<file path="src/rtl/rom_fetch_pkg.sv">
// Shared constants for the ROM fetch cache: word width, default geometry and FSM state encodings.
package rom_fetch_pkg;

    localparam int ROM_WORD_W = 32;
    localparam int AW_DEF     = 25;
    localparam int IDX_W_DEF  = 3;

    typedef logic [2:0] state_t;

    localparam logic [2:0] ST_IDLE     = 3'd0;
    localparam logic [2:0] ST_LOOKUP   = 3'd1;
    localparam logic [2:0] ST_ROM_REQ  = 3'd2;
    localparam logic [2:0] ST_ROM_WAIT = 3'd3;
    localparam logic [2:0] ST_FILL     = 3'd4;
    localparam logic [2:0] ST_PF_REQ   = 3'd5;
    localparam logic [2:0] ST_PF_WAIT  = 3'd6;

endpackage

</file>
<file path="src/rtl/rom_fetch_cache_if.sv">
// Bus bundle between the CPU fetch port / SPI ROM reader (master side) and rom_fetch_cache (slave side).
interface rom_fetch_cache_if
    import rom_fetch_pkg::*;
#(
    parameter int AW = AW_DEF
);

    // valid/ready: a transfer happens on a clk edge where both are high; the sender keeps valid
    // and its payload stable until that edge. resp_valid and rom_data_valid carry no back-pressure.
    logic                  req_valid;
    logic                  req_ready;
    logic [AW-1:0]         req_addr;
    logic                  resp_valid;
    logic [ROM_WORD_W-1:0] resp_data;
    logic                  flush;
    logic [AW-1:0]         rom_addr;
    logic                  rom_addr_valid;
    logic                  rom_addr_ready;
    logic [ROM_WORD_W-1:0] rom_data;
    logic                  rom_data_valid;

    modport master (
        output req_valid, req_addr, flush, rom_addr_ready, rom_data, rom_data_valid,
        input  req_ready, resp_valid, resp_data, rom_addr, rom_addr_valid
    );

    modport slave (
        input  req_valid, req_addr, flush, rom_addr_ready, rom_data, rom_data_valid,
        output req_ready, resp_valid, resp_data, rom_addr, rom_addr_valid
    );

endinterface

</file>
<file path="src/rtl/rom_fetch_line_store.sv">
// Direct-mapped line arrays: valid/tag/data, one write port, one combinational read port, flush-all.
module rom_fetch_line_store
    import rom_fetch_pkg::*;
#(
    parameter int IDX_W = IDX_W_DEF,
    parameter int TAG_W = 20
) (
    input  logic                  clk,
    input  logic                  rstn,
    input  logic                  flush,
    input  logic                  wr_en,
    input  logic [IDX_W-1:0]      wr_idx,
    input  logic [TAG_W-1:0]      wr_tag,
    input  logic [ROM_WORD_W-1:0] wr_data,
    input  logic [IDX_W-1:0]      rd_idx,
    output logic                  rd_valid,
    output logic [TAG_W-1:0]      rd_tag,
    output logic [ROM_WORD_W-1:0] rd_data
);

    localparam int LINES = 1 << IDX_W;

    logic [LINES-1:0]      valid_q;
    logic [TAG_W-1:0]      tag_q  [LINES];
    logic [ROM_WORD_W-1:0] data_q [LINES];

    // Only the valid bits need a reset; tag/data are ignored until their line is marked valid.
    always_ff @(posedge clk or negedge rstn) begin
        if (!rstn) begin
            valid_q <= '0;
        end else if (flush) begin
            valid_q <= '0;
        end else if (wr_en) begin
            valid_q[wr_idx] <= 1'b1;
        end
    end

    always_ff @(posedge clk) begin
        if (wr_en) begin
            tag_q[wr_idx]  <= wr_tag;
            data_q[wr_idx] <= wr_data;
        end
    end

    assign rd_valid = valid_q[rd_idx];
    assign rd_tag   = tag_q[rd_idx];
    assign rd_data  = data_q[rd_idx];

endmodule

</file>
<file path="src/rtl/rom_fetch_cache.sv">
// Instruction-fetch cache in front of the SPI ROM reader: 1-word lines, one outstanding request.
// Optional next-word prefetch after a miss fill is enabled by defining ROM_FETCH_PREFETCH_EN.
module rom_fetch_cache
    import rom_fetch_pkg::*;
#(
    parameter int AW    = AW_DEF,
    parameter int IDX_W = IDX_W_DEF
) (
    input  logic             clk,
    input  logic             rstn,
    rom_fetch_cache_if.slave bus,
    output state_t           state_dbg
);

    localparam int WA_W  = AW - 2;
    localparam int TAG_W = WA_W - IDX_W;

    // Addresses are held as word addresses so +1 wraps modulo 2**AW bytes for free.
    state_t                state_q, state_d;
    logic [WA_W-1:0]       addr_q, addr_d;
    logic [WA_W-1:0]       rom_wa_q, rom_wa_d;
    logic [ROM_WORD_W-1:0] data_q, data_d;
    logic [ROM_WORD_W-1:0] resp_data_q, resp_data_d;
    logic                  ready_q;
    logic                  resp_valid_q, resp_valid_d;
    logic                  rom_addr_valid_q, rom_addr_valid_d;
    logic                  flush_pending_q, flush_pending_d;

    logic                  accept, busy, discard, hit, wr_en;
    logic [ROM_WORD_W-1:0] wr_data, rd_data;
    logic [WA_W-1:0]       lk_addr;
    logic                  rd_valid;
    logic [TAG_W-1:0]      rd_tag;
    logic                  unused_lsbs;

    assign unused_lsbs    = ^bus.req_addr[1:0];
    assign bus.req_ready  = ready_q & ~bus.flush;
    assign accept         = bus.req_valid & bus.req_ready;
    assign discard        = flush_pending_q | bus.flush;

`ifdef ROM_FETCH_PREFETCH_EN
    logic [WA_W-1:0] next_wa;
    assign next_wa = addr_q + WA_W'(1);
    // During FILL the read port probes the following word to decide on a prefetch.
    assign lk_addr = (state_q == ST_FILL) ? next_wa : addr_q;
    assign busy    = state_q inside {ST_ROM_REQ, ST_ROM_WAIT, ST_FILL, ST_PF_REQ, ST_PF_WAIT};
`else
    assign lk_addr = addr_q;
    assign busy    = state_q inside {ST_ROM_REQ, ST_ROM_WAIT, ST_FILL};
`endif

    assign hit = rd_valid && (rd_tag == lk_addr[WA_W-1:IDX_W]);

    rom_fetch_line_store #(
        .IDX_W (IDX_W),
        .TAG_W (TAG_W)
    ) u_lines (
        .clk      (clk),
        .rstn     (rstn),
        .flush    (bus.flush),
        .wr_en    (wr_en),
        .wr_idx   (addr_q[IDX_W-1:0]),
        .wr_tag   (addr_q[WA_W-1:IDX_W]),
        .wr_data  (wr_data),
        .rd_idx   (lk_addr[IDX_W-1:0]),
        .rd_valid (rd_valid),
        .rd_tag   (rd_tag),
        .rd_data  (rd_data)
    );

    always_comb begin
        state_d          = state_q;
        addr_d           = addr_q;
        rom_wa_d         = rom_wa_q;
        rom_addr_valid_d = rom_addr_valid_q;
        data_d           = data_q;
        resp_valid_d     = 1'b0;
        resp_data_d      = resp_data_q;
        wr_en            = 1'b0;
        wr_data          = data_q;
        case (state_q)
            ST_IDLE: begin
                if (accept) begin
                    addr_d  = bus.req_addr[AW-1:2];
                    state_d = ST_LOOKUP;
                end
            end
            ST_LOOKUP: begin
                if (hit) begin
                    resp_valid_d = 1'b1;
                    resp_data_d  = rd_data;
                    state_d      = ST_IDLE;
                end else begin
                    rom_wa_d         = addr_q;
                    rom_addr_valid_d = 1'b1;
                    state_d          = ST_ROM_REQ;
                end
            end
            ST_ROM_REQ: begin
                if (bus.rom_addr_ready) begin
                    rom_addr_valid_d = 1'b0;
                    state_d          = ST_ROM_WAIT;
                end
            end
            ST_ROM_WAIT: begin
                if (bus.rom_data_valid) begin
                    data_d  = bus.rom_data;
                    state_d = ST_FILL;
                end
            end
            ST_FILL: begin
                wr_en        = ~discard;
                resp_valid_d = 1'b1;
                resp_data_d  = data_q;
                state_d      = ST_IDLE;
`ifdef ROM_FETCH_PREFETCH_EN
                if (!hit) begin
                    addr_d           = next_wa;
                    rom_wa_d         = next_wa;
                    rom_addr_valid_d = 1'b1;
                    state_d          = ST_PF_REQ;
                end
`endif
            end
`ifdef ROM_FETCH_PREFETCH_EN
            ST_PF_REQ: begin
                if (bus.rom_addr_ready) begin
                    rom_addr_valid_d = 1'b0;
                    state_d          = ST_PF_WAIT;
                end
            end
            ST_PF_WAIT: begin
                if (bus.rom_data_valid) begin
                    wr_en   = ~discard;
                    wr_data = bus.rom_data;
                    state_d = ST_IDLE;
                end
            end
`endif
            default: state_d = ST_IDLE;
        endcase
        flush_pending_d = (state_d == ST_IDLE) ? 1'b0 : (flush_pending_q | (bus.flush & busy));
    end

    always_ff @(posedge clk or negedge rstn) begin
        if (!rstn) begin
            state_q          <= ST_IDLE;
            addr_q           <= '0;
            rom_wa_q         <= '0;
            data_q           <= '0;
            resp_data_q      <= '0;
            ready_q          <= 1'b0;
            resp_valid_q     <= 1'b0;
            rom_addr_valid_q <= 1'b0;
            flush_pending_q  <= 1'b0;
        end else begin
            state_q          <= state_d;
            addr_q           <= addr_d;
            rom_wa_q         <= rom_wa_d;
            data_q           <= data_d;
            resp_data_q      <= resp_data_d;
            ready_q          <= (state_d == ST_IDLE);
            resp_valid_q     <= resp_valid_d;
            rom_addr_valid_q <= rom_addr_valid_d;
            flush_pending_q  <= flush_pending_d;
        end
    end

    assign bus.resp_valid     = resp_valid_q;
    assign bus.resp_data      = resp_data_q;
    assign bus.rom_addr       = {rom_wa_q, 2'b00};
    assign bus.rom_addr_valid = rom_addr_valid_q;
    assign state_dbg          = state_q;

endmodule
</file>
<file path="src/flat_wrapper.sv">
// flat-port wrapper written by rule: the top's interface ports become plain ports
module rom_fetch_cache_flat import rom_fetch_pkg::*;
#(
    parameter int AW    = AW_DEF,
    parameter int IDX_W = IDX_W_DEF
)
  (clk, rstn, state_dbg, bus_req_valid, bus_req_addr, bus_flush, bus_rom_addr_ready, bus_rom_data, bus_rom_data_valid, bus_req_ready, bus_resp_valid, bus_resp_data, bus_rom_addr, bus_rom_addr_valid);
  rom_fetch_cache_if #(.AW(AW)) bus_i ();
  input  logic clk;
  input  logic rstn;
  output state_t state_dbg;
  input wire logic [$bits(bus_i.req_valid)-1:0] bus_req_valid;
  input wire logic [$bits(bus_i.req_addr)-1:0] bus_req_addr;
  input wire logic [$bits(bus_i.flush)-1:0] bus_flush;
  input wire logic [$bits(bus_i.rom_addr_ready)-1:0] bus_rom_addr_ready;
  input wire logic [$bits(bus_i.rom_data)-1:0] bus_rom_data;
  input wire logic [$bits(bus_i.rom_data_valid)-1:0] bus_rom_data_valid;
  output wire logic [$bits(bus_i.req_ready)-1:0] bus_req_ready;
  output wire logic [$bits(bus_i.resp_valid)-1:0] bus_resp_valid;
  output wire logic [$bits(bus_i.resp_data)-1:0] bus_resp_data;
  output wire logic [$bits(bus_i.rom_addr)-1:0] bus_rom_addr;
  output wire logic [$bits(bus_i.rom_addr_valid)-1:0] bus_rom_addr_valid;
  assign bus_i.req_valid = bus_req_valid;
  assign bus_i.req_addr = bus_req_addr;
  assign bus_i.flush = bus_flush;
  assign bus_i.rom_addr_ready = bus_rom_addr_ready;
  assign bus_i.rom_data = bus_rom_data;
  assign bus_i.rom_data_valid = bus_rom_data_valid;
  assign bus_req_ready = bus_i.req_ready;
  assign bus_resp_valid = bus_i.resp_valid;
  assign bus_resp_data = bus_i.resp_data;
  assign bus_rom_addr = bus_i.rom_addr;
  assign bus_rom_addr_valid = bus_i.rom_addr_valid;
  rom_fetch_cache #(.AW(AW), .IDX_W(IDX_W)) u_core (.clk(clk), .rstn(rstn), .bus(bus_i), .state_dbg(state_dbg));
endmodule
</file>
<file path="config.mk">
export PLATFORM = sky130hd
export DESIGN_NAME = rom_fetch_cache_flat
export DESIGN_NICKNAME = d
export VERILOG_FILES = /design/src/rtl/rom_fetch_pkg.sv /design/src/rtl/rom_fetch_cache_if.sv /design/src/rtl/rom_fetch_line_store.sv /design/src/rtl/rom_fetch_cache.sv /design/src/flat_wrapper.sv
export SDC_FILE = /design/constraint.sdc
export NUM_CORES = 1
export LEC_CHECK = 0
export BUFFER_PORTS_ARGS = -buffer_cell sky130_fd_sc_hd__buf_2
export CORE_MARGIN = 5
export CORE_UTILIZATION = 47
export CTS_CLUSTER_SIZE = 28
export DETAILED_ROUTE_END_ITERATION = 10
export HOLD_SLACK_MARGIN = 0.02
export PLACE_DENSITY = 0.67
export SYNTH_ARGS = -nofsm -noshare
export SYNTH_HDL_FRONTEND = slang
export SYNTH_HIERARCHICAL = 1
export SYNTH_SLANG_ARGS = --single-unit
</file>
<file path="constraint.sdc">
create_clock -name clk -period 4.2 [get_ports clk]
set_input_delay 0.63 -clock clk [delete_from_list [all_inputs] [get_ports clk]]
set_output_delay 0.63 -clock clk [all_outputs]
set_load 0.02 [all_outputs]
</file>
Yosys cells after proc, flatten, opt, wreduce, memory -nomap -nowiden
Memories as Yosys holds them, arrays and structs flattened.
Cells that the tools add are included.
{"block": "totals", "regBits": 125, "mem_bits_rw": 416, "inputBits": 63, "output_inout_bits": 63, "wordCells": 66, "mem_count": 2}
{"name": "u_core.u_lines.data_q", "words": 8, "width": 32, "rd": 1, "rd_ports_with_merged_regs": 0, "wr": 1, "line_no": "rom_fetch_line_store.sv:25", "source": "logic [ROM_WORD_W-1:0] data_q [LINES];"}
{"name": "u_core.u_lines.tag_q", "words": 8, "width": 20, "rd": 1, "rd_ports_with_merged_regs": 0, "wr": 1, "line_no": "rom_fetch_line_store.sv:24", "source": "logic [TAG_W-1:0] tag_q [LINES];"}
{"block": "op_classes", "order_cmp": 2, "eq_ne": 8, "mux": 22, "bitwise": 9, "reduce_logical": 13}
{"cell": "one-hot mux 32 bit (2 select lines)", "n": 1}
{"cell": "2-to-1 mux 32 bit", "n": 1}
{"cell": "equality test 20 bit", "n": 1}
{"cell": "2-to-1 mux 8 bit", "n": 2}
{"cell": "one-hot mux 3 bit (4 select lines)", "n": 1}
{"cell": "2-to-1 mux 1 bit", "n": 9}
{"cell": "2-to-1 mux 3 bit", "n": 3}
{"cell": "OR 8 bit", "n": 1}
{"cell": "AND reduction 2 bit", "n": 4}
{"cell": "equality test 3 x 2 -> 1 bit (second input constant)", "n": 2}
{"cell": "zero test 3 bit", "n": 2}
{"cell": "nonzero test 2 bit", "n": 3}
{"cell": "less-than comparator 3 x 4 -> 1 bit (second input constant)", "n": 1}
{"cell": "!= test 2 bit (second input constant)", "n": 2}
{"cell": "one-hot mux 1 bit (2 select lines)", "n": 2}
{"cell": "AND 1 bit", "n": 3}
{"cell": "binary-select mux 1 bit (select 3 bit)", "n": 1}
{"cell": "demux 1 bit (select 3 bit)", "n": 1}
{"cell": "equality test 3 x 1 -> 1 bit (second input constant)", "n": 1}
{"cell": "equality test 3 bit (second input constant)", "n": 1}
{"cell": ">= comparator 3 x 1 -> 1 bit (second input constant)", "n": 1}
{"cell": "NOT 1 bit", "n": 3}
{"cell": "AND reduction 3 bit", "n": 1}
{"cell": "nonzero test 3 bit", "n": 1}
{"cell": "other kinds (4)", "n": 6}

Logic depth before layout (Yosys ltp)
Gate-level depths: netlist (run 1).
{"block": "depth", "depth_word": 7, "depth_mapped": 13, "mapped_depth_nobuf": 7}

Cells and area by module
The synthesis (run 1) kept the hierarchy.
{"module": "rom_fetch_line_store", "instances": 1, "cells_each": 647, "area_per_inst_um2": 16285.6, "seq_area_each_um2": 12692.2}
{"module": "rom_fetch_cache", "instances": 1, "cells_each": 419, "area_per_inst_um2": 5007.3, "seq_area_each_um2": 2927.8}

Least setup slack after synthesis (run 1)
Ideal clock, no wire load.
{"block": "synth_timing", "kind": "reg-to-reg", "start": "reg u_core.state_q[0] (netlist: u_core/state_dbg[0])", "end": "mem u_core.u_lines.data_q[7][0] (enable)", "setup_time_ns": 0.462, "arrival_time_ns": 3.972, "t_required_ns": 3.738, "slack_ns": -0.234, "stages_incl_launch_ff": 8, "path_buffers": 2, "period_less_slack_ns": 4.434, "cell_sequence": "dfrtp_1 clkbuf_1 nor2_1 nand2_1 clkbuf_1 nor3_1 nand2_1 nor2_1"}
{"block": "synth_via", "elab_chain_cells": 4}
{"item": "from (decl)", "line_no": "rom_fetch_cache.sv:19", "source": "state_t state_q, state_d;"}
{"item": "from (signal assigned)", "line_no": "rom_fetch_cache.sv:157", "source": "state_q <= state_d;"}
{"item": "equality test 3 bit", "line_no": "rom_fetch_cache.sv:81", "source": "case (state_q)"}
{"item": "2-to-1 mux 1 bit", "line_no": "rom_fetch_cache.sv:81"}
{"item": "named net u_core.wr_en", "line_no": "rom_fetch_cache.sv:29", "source": "logic accept, busy, discard, hit, wr_en;"}
{"item": "2-to-1 mux 1 bit", "line_no": "rom_fetch_line_store.sv:39", "source": "if (wr_en) begin"}
{"item": "2-to-1 mux 1 bit (not written as such)", "line_no": "rom_fetch_line_store.sv:41", "source": "data_q[wr_idx] <= wr_data;"}
{"item": "to (decl)", "line_no": "rom_fetch_line_store.sv:25"}
The timed path passes the listed nets, and every way through them passes these cells.

Final worst setup path (run 1)
{"block": "layout_timing", "start": "reg u_core.addr_q[0]", "end": "reg u_core.resp_data_q[14] (netlist: u_core/bus.resp_data[14])"}
{"block": "layout_via", "elab_chain_cells": 5, "elab_cells_between_ends": 10, "cone_classes": "2 x eq/ne; 4 x mux; 2 x reduce/logical; 2 x memory"}
{"item": "from (decl)", "line_no": "rom_fetch_cache.sv:20", "source": "logic [WA_W-1:0] addr_q, addr_d;"}
{"item": "from (signal assigned)", "line_no": "rom_fetch_cache.sv:158", "source": "addr_q <= addr_d;"}
{"item": "memory (8 x 20 bit)"}
{"item": "named net u_core.rd_tag[12]", "line_no": "rom_fetch_cache.sv:33", "source": "logic [TAG_W-1:0] rd_tag;"}
{"item": "equality test 20 bit", "line_no": "rom_fetch_cache.sv:52", "source": "assign hit = rd_valid && (rd_tag == lk_addr[WA_W-1:IDX_W]);"}
{"item": "logical AND 1 bit", "line_no": "rom_fetch_cache.sv:52"}
{"item": "!= test 2 x 1 -> 1 bit (no line)"}
{"item": "AND reduction 2 bit (no line)"}
{"item": "to (signal assigned)", "line_no": "rom_fetch_cache.sv:161", "source": "resp_data_q <= resp_data_d;"}
{"item": "to (decl)", "line_no": "rom_fetch_cache.sv:23", "source": "logic [ROM_WORD_W-1:0] resp_data_q, resp_data_d;"}
The timed path passes the listed nets, and every way through them passes these cells. The select of a mux whose other input is x is not followed.
A chain may end at the register's enable or synchronous reset.

==> results.sh, run 1 <==
export IMPL_outcome="complete, no violations"
export IMPL_drc=0
export IMPL_cp_required_ns=4.68
export IMPL_grt_pass1_vias=10900
export IMPL_layout_drive_gt1_share=0.397
export IMPL_ys_ff_latch=541
export IMPL_slew_viol_final=0
export IMPL_dieArea_sq_um=49700
export IMPL_min_path_type="in -> async"
export IMPL_vias=10200
export IMPL_setup_viol=0
export IMPL_synth_compound_area_frac=0.0237
export IMPL_hold_viol=0
export IMPL_ys_types=46
export IMPL_syn_inst=1066
export IMPL_final_common_cell="edfxtp_1"
export IMPL_initial_core_util=0.472
export IMPL_gr_usage_all_layers=0.175
export IMPL_syn_area_sq_um=21300
export IMPL_syn_avg_cell_area_sq_um=20.0
export IMPL_grt_remaining_overflow=0
export IMPL_synth_adder_area_share=0
export IMPL_cts_buffer_depth=3
export IMPL_synth_seq_area_share=0.734
export IMPL_synth_edf_count=416
export IMPL_cts_resized=0
export IMPL_period_share=0.898
export IMPL_chipHeight_um=223
export IMPL_cp_end_kind="flop"
export IMPL_antenna_found_initial=0
export IMPL_clock_fmax_mhz=265
export IMPL_p_leak_nw=8.90
export IMPL_area_growth_pct=15.2
export IMPL_viasPerCell=5.45
export IMPL_maxCapViolCount=0
export IMPL_cts_setup_buffers=0
export IMPL_synth_xor_area_frac=0.00699
export IMPL_powerDensity_nw_per_um2=686
export IMPL_firstDrtPassIters=5
export IMPL_finClkSkew_ns=0.0299
export IMPL_cts_hold_buf=0
export IMPL_worst_ep_arrival_time_ns=4.25
export IMPL_max_vdd_ir_drop_v=0.000696
export IMPL_clk_insertion_delay_late_ns=0.61
export IMPL_synthSimpleGateAreaFrac=0.0376
export IMPL_clkTransAtPathRegs_ns=0.06
export IMPL_layout_nets=1291
export IMPL_dp_slack_ns=0.395
export IMPL_worst_pin_slew_ns=0.871
export IMPL_dp_hpwl_um=24100
export IMPL_clock_sinks=541
export IMPL_criticalPathCategory="reg -> reg"
export IMPL_row_count=78
export IMPL_maxSlewHeadroom=0.419
export IMPL_die_x_um=223
export IMPL_fp_coreArea_sq_um=45100
export IMPL_grt_pass1_wl_um=66500
export IMPL_setup_ws_ns=0.430
export IMPL_synthMuxAreaShare=0.178
export IMPL_portBuffers=121
export IMPL_crit_path_max_fanout=32
export IMPL_numCtsBuffers=53
export IMPL_ys_flop_type="edfxtp_1"
export IMPL_gp_congestion=0.736
export IMPL_async_flop_share=0.231
export IMPL_final_cell_mix="416 x edfxtp_1, 122 x dfrtp_1, 120 x buf_2, 103 x nand2_1, 91 x mux4_2"
export IMPL_num_io_pins=126
export IMPL_wl_per_cell_um=22.9
export IMPL_tritoncts="done"
export IMPL_synth_top_family_by_area="multiplexers"
export IMPL_cts_root_buffer="clkbuf_16"
export IMPL_cp_start_kind="flop"
export IMPL_setup_tns_final_ns=0
export IMPL_ant_nets=0
export IMPL_rsz0062_at_grt="false"
export IMPL_fillCellCount=3570
export IMPL_antenna_cells=0
export IMPL_yosys_warnings=6
export IMPL_routed_wl_um=42900
export IMPL_min_period_ns=3.77
export IMPL_drtIter0Drc=712
export IMPL_grt_max_degree=82
export IMPL_cts_max_level=2
[final timing paths]
kind | depth (start not counted) | from | to | slack (ns)
max | 8 | u_core/addr_q[0] | u_core/bus.resp_data[14] | 0.43
min | 1 | rstn | u_core/u_lines/valid_q[0] | 0.13
max reg2reg | 8 | u_core/addr_q[0] | u_core/bus.resp_data[14] | 0.43
min reg2reg | 1 | u_core/rom_wa_q[11] | u_core/rom_wa_q[11] | 0.51
max in group asynchronous | 2 | rstn | u_core/addr_q[9] | 3.18
min in group clk | 3 | bus_rom_data[15] | u_core/data_q[15] | 0.22
[routing by layer]
layer	up-vias	GRT usage	routed length (um)
met4	0	0.0407	617
met3	51	0.0309	1970
met1	5370	0.242	18500
li1	4550	-	-
met5	-	0	0
met2	232	0.294	21800
[power breakdown]
group,internal [mW],switching (mW)
clock network,2.63,1.99
logic,2.34,1.85
registers,6.89,1.11
total,11.9,4.95
[flip-flops by register name (all words and copies together), names as in the netlist]
name and flops:
u_core/bus.resp_data 32, u_core/u_lines/data_q 256, u_core/addr_q 23, u_core/flush_pending_q 1, u_core/u_lines/valid_q 8, u_core/bus.rom_addr_valid 1
u_core/data_q 32, u_core/ready_q 1, u_core/rom_wa_q 23, u_core/bus.resp_valid 1, u_core/state_dbg 3, u_core/u_lines/tag_q 160
[logic make-up (layout without fill, tap and decap cells)]
group           count (synthesis)  count (layout)
xor+xnor                       17              17
flops                         541             541
simple gates                  168             168
other cells                     1               2
buf+inv                        75             281
mux                           206             206
compound gates                 58              58
[worst max-delay path, stage by stage (launching register included)]
cell and delay (ns):
dfrtp_4 0.85, mux4_1 0.63, mux2_4 0.28, xnor2_1 0.16, o2111ai_1 0.18, or4_1 0.66
or2_2 0.37, buf_12 0.19, o221a_2 0.29
[cell usage after synthesis (all sizes together) (9+ instances only)]
library cell / count / area [sq um]
or2: 31 / 194
xnor2: 9 / 78.8
nand2: 103 / 387
o221a: 30 / 338
edfxtp: 416 / 12500
mux2: 99 / 1330
mux4: 106 / 2440
a21oi: 11 / 55.1
inv: 20 / 75.1
clkbuf: 16 / 67.6
dfrtp: 125 / 3130
buf: 39 / 290
[per-stage QoR]
| stage | hold WS (ns) | std cells | utilization | power, mW | instance area, sq um |
|---|---|---|---|---|---|
| floorplan | 0.334 | 1067 | - | 11.1 | 21300 |
| global placement | 0.483 | 1773 | 0.506 | 12.3 | 22800 |
| detailed placement | 0.488 | 1773 | 0.506 | 12.4 | 22800 |
| CTS | 0.124 | 1873 | 0.544 | 17.1 | 24500 |
| global route | 0.172 | 1873 | 0.544 | 17.7 | 24500 |
| finish | 0.126 | 1873 | 0.544 | 16.8 | 24500 |
[cell type report]
cell class,instances,area (sq um),area share
clock buffers,71,1450,0.0593
clock inverters,29,268,0.0109
inverters,20,75.1,0.00306
multi-input cells,451,5270,0.215
flip-flops and latches,541,15600,0.637
well taps,600,751,0.0306
repair buffers,161,1070,0.0438
Note: power is estimated with default switching activity, not from simulation.
==> run 2: changes to the inputs <==
--- a/config.mk
+++ b/config.mk
@@ -12,6 +12,7 @@
 export DETAILED_ROUTE_END_ITERATION = 10
 export HOLD_SLACK_MARGIN = 0.02
 export PLACE_DENSITY = 0.67
+export REMOVE_ABC_BUFFERS = 1
 export SYNTH_ARGS = -nofsm -noshare
 export SYNTH_HDL_FRONTEND = slang
 export SYNTH_HIERARCHICAL = 1
==> run 2 against run 1 <==
Via count is 1.6% higher; core utilization hardly changed; fmax is 1.8% lower.
==> results.sh, run 2 (synthesized netlist as in run 1, its figures left out) <==
export IMPL_outcome="complete, no violations"
export IMPL_crit_path_max_fanout=33
export IMPL_cts_max_level=2
export IMPL_antenna_found_initial=0
export IMPL_tritoncts="done"
export IMPL_routed_wl_um=43600
export IMPL_numCtsBuffers=53
export IMPL_fin_total_pwr_mw=16.8
export IMPL_cts_hold_buf=0
export IMPL_regMostFlops="u_core/u_lines/data_q"
export IMPL_cp_start_kind="flop"
export IMPL_grt_remaining_overflow=0
export IMPL_final_common_cell="edfxtp_1"
export IMPL_clock_sinks=541
export IMPL_slew_viol_final=0
export IMPL_final_util=0.543
export IMPL_grt_max_degree=81
export IMPL_final_cell_mix="416 x edfxtp_1, 122 x dfrtp_1, 120 x buf_2, 102 x nand2_1, 91 x mux4_2"
export IMPL_gp_congestion=0.766
export IMPL_grt_pass1_vias=11000
export IMPL_max_vdd_ir_drop_v=0.000741
export IMPL_viasPerCell=5.54
export IMPL_firstDrtPassIters=5
export IMPL_antenna_cells=0
export IMPL_setup_viol=0
export IMPL_dp_hpwl_um=24500
export IMPL_num_io_pins=126
export IMPL_vias=10400
export IMPL_p_seq_frac=0.476
export IMPL_power_frac_comb=0.250
export IMPL_min_period_ns=3.84
export IMPL_grt_pass1_wl_um=67600
export IMPL_p_switching_mw=4.92
export IMPL_rsz0062_at_grt="false"
export IMPL_chipHeight_um=223
export IMPL_fp_coreArea_sq_um=45100
export IMPL_cts_buffer_depth=3
export IMPL_clkTransAtPathRegs_ns=0.06
export IMPL_portBuffers=121
export IMPL_intPower_mw=11.9
export IMPL_cts_resized=0
export IMPL_area_growth_pct=15.1
export IMPL_worst_pin_slew_ns=0.865
export IMPL_die_x_um=223
export IMPL_maxSlewHeadroom=0.424
export IMPL_finClkSkew_ns=0.0141
export IMPL_row_count=78
export IMPL_top_regs="u_core/u_lines/data_q x256, u_core/u_lines/tag_q x160"
export IMPL_period_share=0.914
export IMPL_cts_setup_buffers=0
export IMPL_dp_slack_ns=0.303
export IMPL_r2r_start="u_core/addr_q[0]"
export IMPL_layout_nets=1292
export IMPL_criticalPathCategory="reg -> reg"
export IMPL_largest_reg_flops=256
export IMPL_crit_path_start="u_core/addr_q[0]"
export IMPL_layout_drive_gt1_share=0.401
export IMPL_whs_ns=0.0807
export IMPL_maxCapViolCount=0
export IMPL_hold_viol=0
export IMPL_pwr_share_clk=0.274
export IMPL_powerDensity_nw_per_um2=687
export IMPL_placed_cell_area_sq_um=22800
export IMPL_worst_ep_arrival_time_ns=4.31
export IMPL_ant_nets=0
export IMPL_swShare=0.292
export IMPL_clock_fmax_mhz=260
export IMPL_cp_end_kind="flop"
export IMPL_initial_core_util=0.472
export IMPL_gr_usage_all_layers=0.177
export IMPL_p_leak_nw=8.90
export IMPL_fillCellCount=3573
export IMPL_wl_per_cell_um=23.3
export IMPL_cts_root_buffer="clkbuf_16"
export IMPL_min_path_type="in -> async"
export IMPL_setup_ws_ns=0.360
export IMPL_drc=0
export IMPL_fin_area_sq_um=24500
export IMPL_drtIter0Drc=781
export IMPL_clk_insertion_delay_late_ns=0.59
export IMPL_dieArea_sq_um=49700
export IMPL_cp_required_ns=4.67
-- run 2: changes by cell type in the layout (fill, tap and decap cells not counted), moves of 2 or more --
cell       change
inv_2          -3
buf_12         -2
clkinv_1       -3
buf_4          +3
clkinv_2       +3
clkbuf_16      +3
-- run 2: final timing paths --
| kind | to | slack, ns | cells after the start |
|---|---|---|---|
| hold reg to reg | u_core/rom_wa_q[18] | 0.50 | 1 |
| max in group asynchronous | u_core/data_q[24] | 3.26 | 2 |
| min in group clk | u_core/data_q[5] | 0.23 | 3 |
| setup reg to reg | u_core/bus.resp_data[9] | 0.36 | 9 |
| setup / recovery | u_core/bus.resp_data[9] | 0.36 | 9 |
| hold / removal | u_core/bus.resp_data[4] | 0.08 | 1 |
-- run 2: metal layers --
metal	track usage	wire length, um
met5	0	0
met4	0.0455	758
met3	0.0276	2080
met2	0.285	21300
met1	0.256	19500
-- run 2: power groups by stage --
stage	Combinational (mW)	Clock [mW]	Sequential [mW]
after CTS	4.29	4.73	8.05
after detailed placement	4.28	0	8.15
after global placement	4.21	0	8.07
after global routing	4.54	4.97	8.19
after floorplan	2.84	0	8.34
final	4.21	4.61	8.02
-- run 2: cell type report --
cell class / count / area [sq um] / share of cell area
inverter: 20 / 78.8 / 0.00322
multi-input combinational: 451 / 5270 / 0.215
clock inverter: 23 / 169 / 0.00689
clock buffer: 76 / 1550 / 0.0631
sequential: 541 / 15600 / 0.638
timing repair buffer: 162 / 1060 / 0.0431
tap: 600 / 751 / 0.0306
-- run 2: stage by stage --
step	instances	TNS [ns]
finish	1873	0
global route	1873	0
CTS	1873	0
detailed placement	1774	0
global placement	1774	0
floorplan	1012	-846.05
-- run 2: worst max-delay path: stages, from the launching register on --
cell and delay [ns]:
dfrtp_4 0.79, buf_4 0.24, buf_4 0.45, mux4_2 0.31, mux2_2 0.17, o21ai_0 0.10
or4_1 0.71, or2_2 0.38, buf_12 0.19, o221a_2 0.30
==> run 3: changes to the inputs <==
==> constraint.sdc (replaced) <==
create_clock -name clk -period 3.5 [get_ports clk]
set_input_delay 0.525 -clock clk [delete_from_list [all_inputs] [get_ports clk]]
set_output_delay 0.525 -clock clk [all_outputs]
set_load 0.02 [all_outputs]
==> run 3 against run 2 <==
First-iteration DRC count grew 7.6%; non-clock buffer count grew 25; clock-buffer cell count grew 8; largest power group unchanged; critical endpoint is now u_core/bus.resp_data[2].
==> results.sh, run 3 (synthesized netlist as in run 1, its figures left out) <==
export IMPL_viasPerCell=5.52
export IMPL_firstDrtPassIters=5
export IMPL_clkTransAtPathRegs_ns=0.06
export IMPL_numCtsBuffers=52
export IMPL_outcome="complete, no violations"
export IMPL_wl_per_cell_um=23.2
export IMPL_gr_usage_all_layers=0.176
export IMPL_drc=0
export IMPL_cp_required_ns=3.94
export IMPL_swShare=0.292
export IMPL_cp_slowest_cell="or4_1"
export IMPL_grt_pass1_vias=10900
export IMPL_cts_buffer_depth=3
export IMPL_ant_nets=0
export IMPL_worst_ep_arrival_time_ns=3.85
export IMPL_routed_wl_um=44100
export IMPL_rsz0062_at_grt="false"
export IMPL_maxCapViolCount=0
export IMPL_placed_cell_area_sq_um=23000
export IMPL_pwr_share_clk=0.263
export IMPL_min_period_ns=3.41
export IMPL_regMostFlops="u_core/u_lines/data_q"
export IMPL_critical_path_max_stage_delay_ns=0.54
export IMPL_maxSlewHeadroom=0.359
export IMPL_dieArea_sq_um=49700
export IMPL_die_x_um=223
export IMPL_cp_start_kind="flop"
export IMPL_dp_slack_ns=-0.111
export IMPL_top_regs="u_core/u_lines/data_q x256, u_core/u_lines/tag_q x160"
export IMPL_finClkSkew_ns=0.0269
export IMPL_dp_hpwl_um=24900
export IMPL_fp_coreArea_sq_um=45100
export IMPL_final_util=0.547
export IMPL_p_seq_frac=0.464
export IMPL_grt_pass1_wl_um=67200
export IMPL_portBuffers=121
export IMPL_clock_fmax_mhz=293
export IMPL_cp_top_family="simple AND/OR/NAND/NOR gates"
export IMPL_grt_max_degree=63
export IMPL_tritoncts="done"
export IMPL_intPower_mw=14.3
export IMPL_final_cell_mix="416 x edfxtp_1, 122 x dfrtp_1, 120 x buf_2, 102 x nand2_1, 91 x mux4_2"
export IMPL_final_common_cell="edfxtp_1"
export IMPL_period_share=0.975
export IMPL_fin_area_sq_um=24600
export IMPL_layout_drive_gt1_share=0.406
export IMPL_p_leak_nw=8.98
export IMPL_criticalPathCategory="reg -> reg"
export IMPL_min_path_type="in -> reg"
export IMPL_max_vdd_ir_drop_v=0.000671
export IMPL_largest_reg_flops=256
export IMPL_cts_max_level=2
export IMPL_crit_chain="buf_12, buf_4, mux4_2, mux2_4, xnor2_1, nand4_1, or4_1, or2_2, buf_12, o221a_2"
export IMPL_antenna_cells=0
export IMPL_antenna_found_initial=0
export IMPL_cp_end_kind="flop"
export IMPL_p_switching_mw=5.90
export IMPL_worst_pin_slew_ns=0.961
export IMPL_grt_remaining_overflow=0
export IMPL_layout_nets=1316
export IMPL_cts_root_buffer="clkbuf_16"
export IMPL_setup_ws_ns=0.0887
export IMPL_gp_congestion=0.743
export IMPL_critPathMostFrequentCell="buf_12"
export IMPL_cts_resized=0
export IMPL_area_growth_pct=15.7
export IMPL_hold_viol=0
export IMPL_powerDensity_nw_per_um2=819
export IMPL_setup_tns_final_ns=0
export IMPL_cp_num_buf_inv=3
export IMPL_initial_core_util=0.472
export IMPL_clk_insertion_delay_late_ns=0.58
export IMPL_num_io_pins=126
export IMPL_drtIter0Drc=840
export IMPL_chipHeight_um=223
export IMPL_fin_total_pwr_mw=20.2
export IMPL_clock_sinks=541
export IMPL_power_frac_comb=0.273
export IMPL_vias=10500
export IMPL_row_count=78
export IMPL_crit_path_max_fanout=30
export IMPL_setup_viol=0
export IMPL_slew_viol_final=0
## run 3: area by class of cell
cell class | instances | area [sq um]
fill | 3524 | 20400
sequential | 541 | 15600
multi-input combinational | 451 | 5270
clock buffer | 84 | 1510
timing repair buffer | 187 | 1300
tap | 600 | 751
clock inverter | 14 | 104
inverter | 20 | 78.8
## run 3: final timing paths
path                                      endpoint  slack (ns)           startpoint  cells after the start
hold / removal                   u_core/data_q[20]        0.14     bus_rom_data[20]                      3
setup reg to reg           u_core/bus.resp_data[2]        0.09     u_core/addr_q[0]                     10
hold reg to reg                u_core/rom_wa_q[12]        0.51  u_core/rom_wa_q[12]                      1
max in group asynchronous         u_core/data_q[7]        2.19                 rstn                      3
setup / recovery           u_core/bus.resp_data[2]        0.09     u_core/addr_q[0]                     10
min in group asynchronous        u_core/data_q[27]        0.52                 rstn                      2
## run 3: repair_timing
item / 4_1_cts / 5_1_grt
buffers inserted: 4 / 0
hold buffers: 1 / 0
endpoints found under the hold margin: 58 / 0
setup endpoints to repair: 52 / 0
## run 3: stage by stage
step / hold slack (ns) / std cells
2_1_floorplan: 0.229 / 1012
3_3_place_gp: 0.488 / 1794
3_5_place_dp: 0.488 / 1794
4_1_cts: 0.118 / 1897
5_1_grt: 0.132 / 1897
6_report: 0.145 / 1897
## run 3: worst register-to-register path: cells and delay by family, from the launching register on
kind            cells  cell delay, ns
compound gates      1            0.31
xor+xnor            1            0.16
buf+inv             3            0.52
flops               1            0.51
mux                 2            0.69
simple gates        3            1.10
## run 3: power groups by stage
stage                     sequential [mW]  clock, mW  combinational (mW)
after floorplan                      9.99          0                3.37
after global placement               9.48          0                5.41
after detailed placement             9.55          0                5.49
after CTS                            9.39       5.44                5.61
after global routing                 9.54       5.75                5.92
final                                9.37       5.31                5.50
## run 3: metal layers
metal,GRT usage,routed length (um),vias up
met5,0,0,-
met1,0.255,19500,5538
met4,0.0383,772,0
li1,-,-,4589
met3,0.0281,2220,60
met2,0.287,21600,283
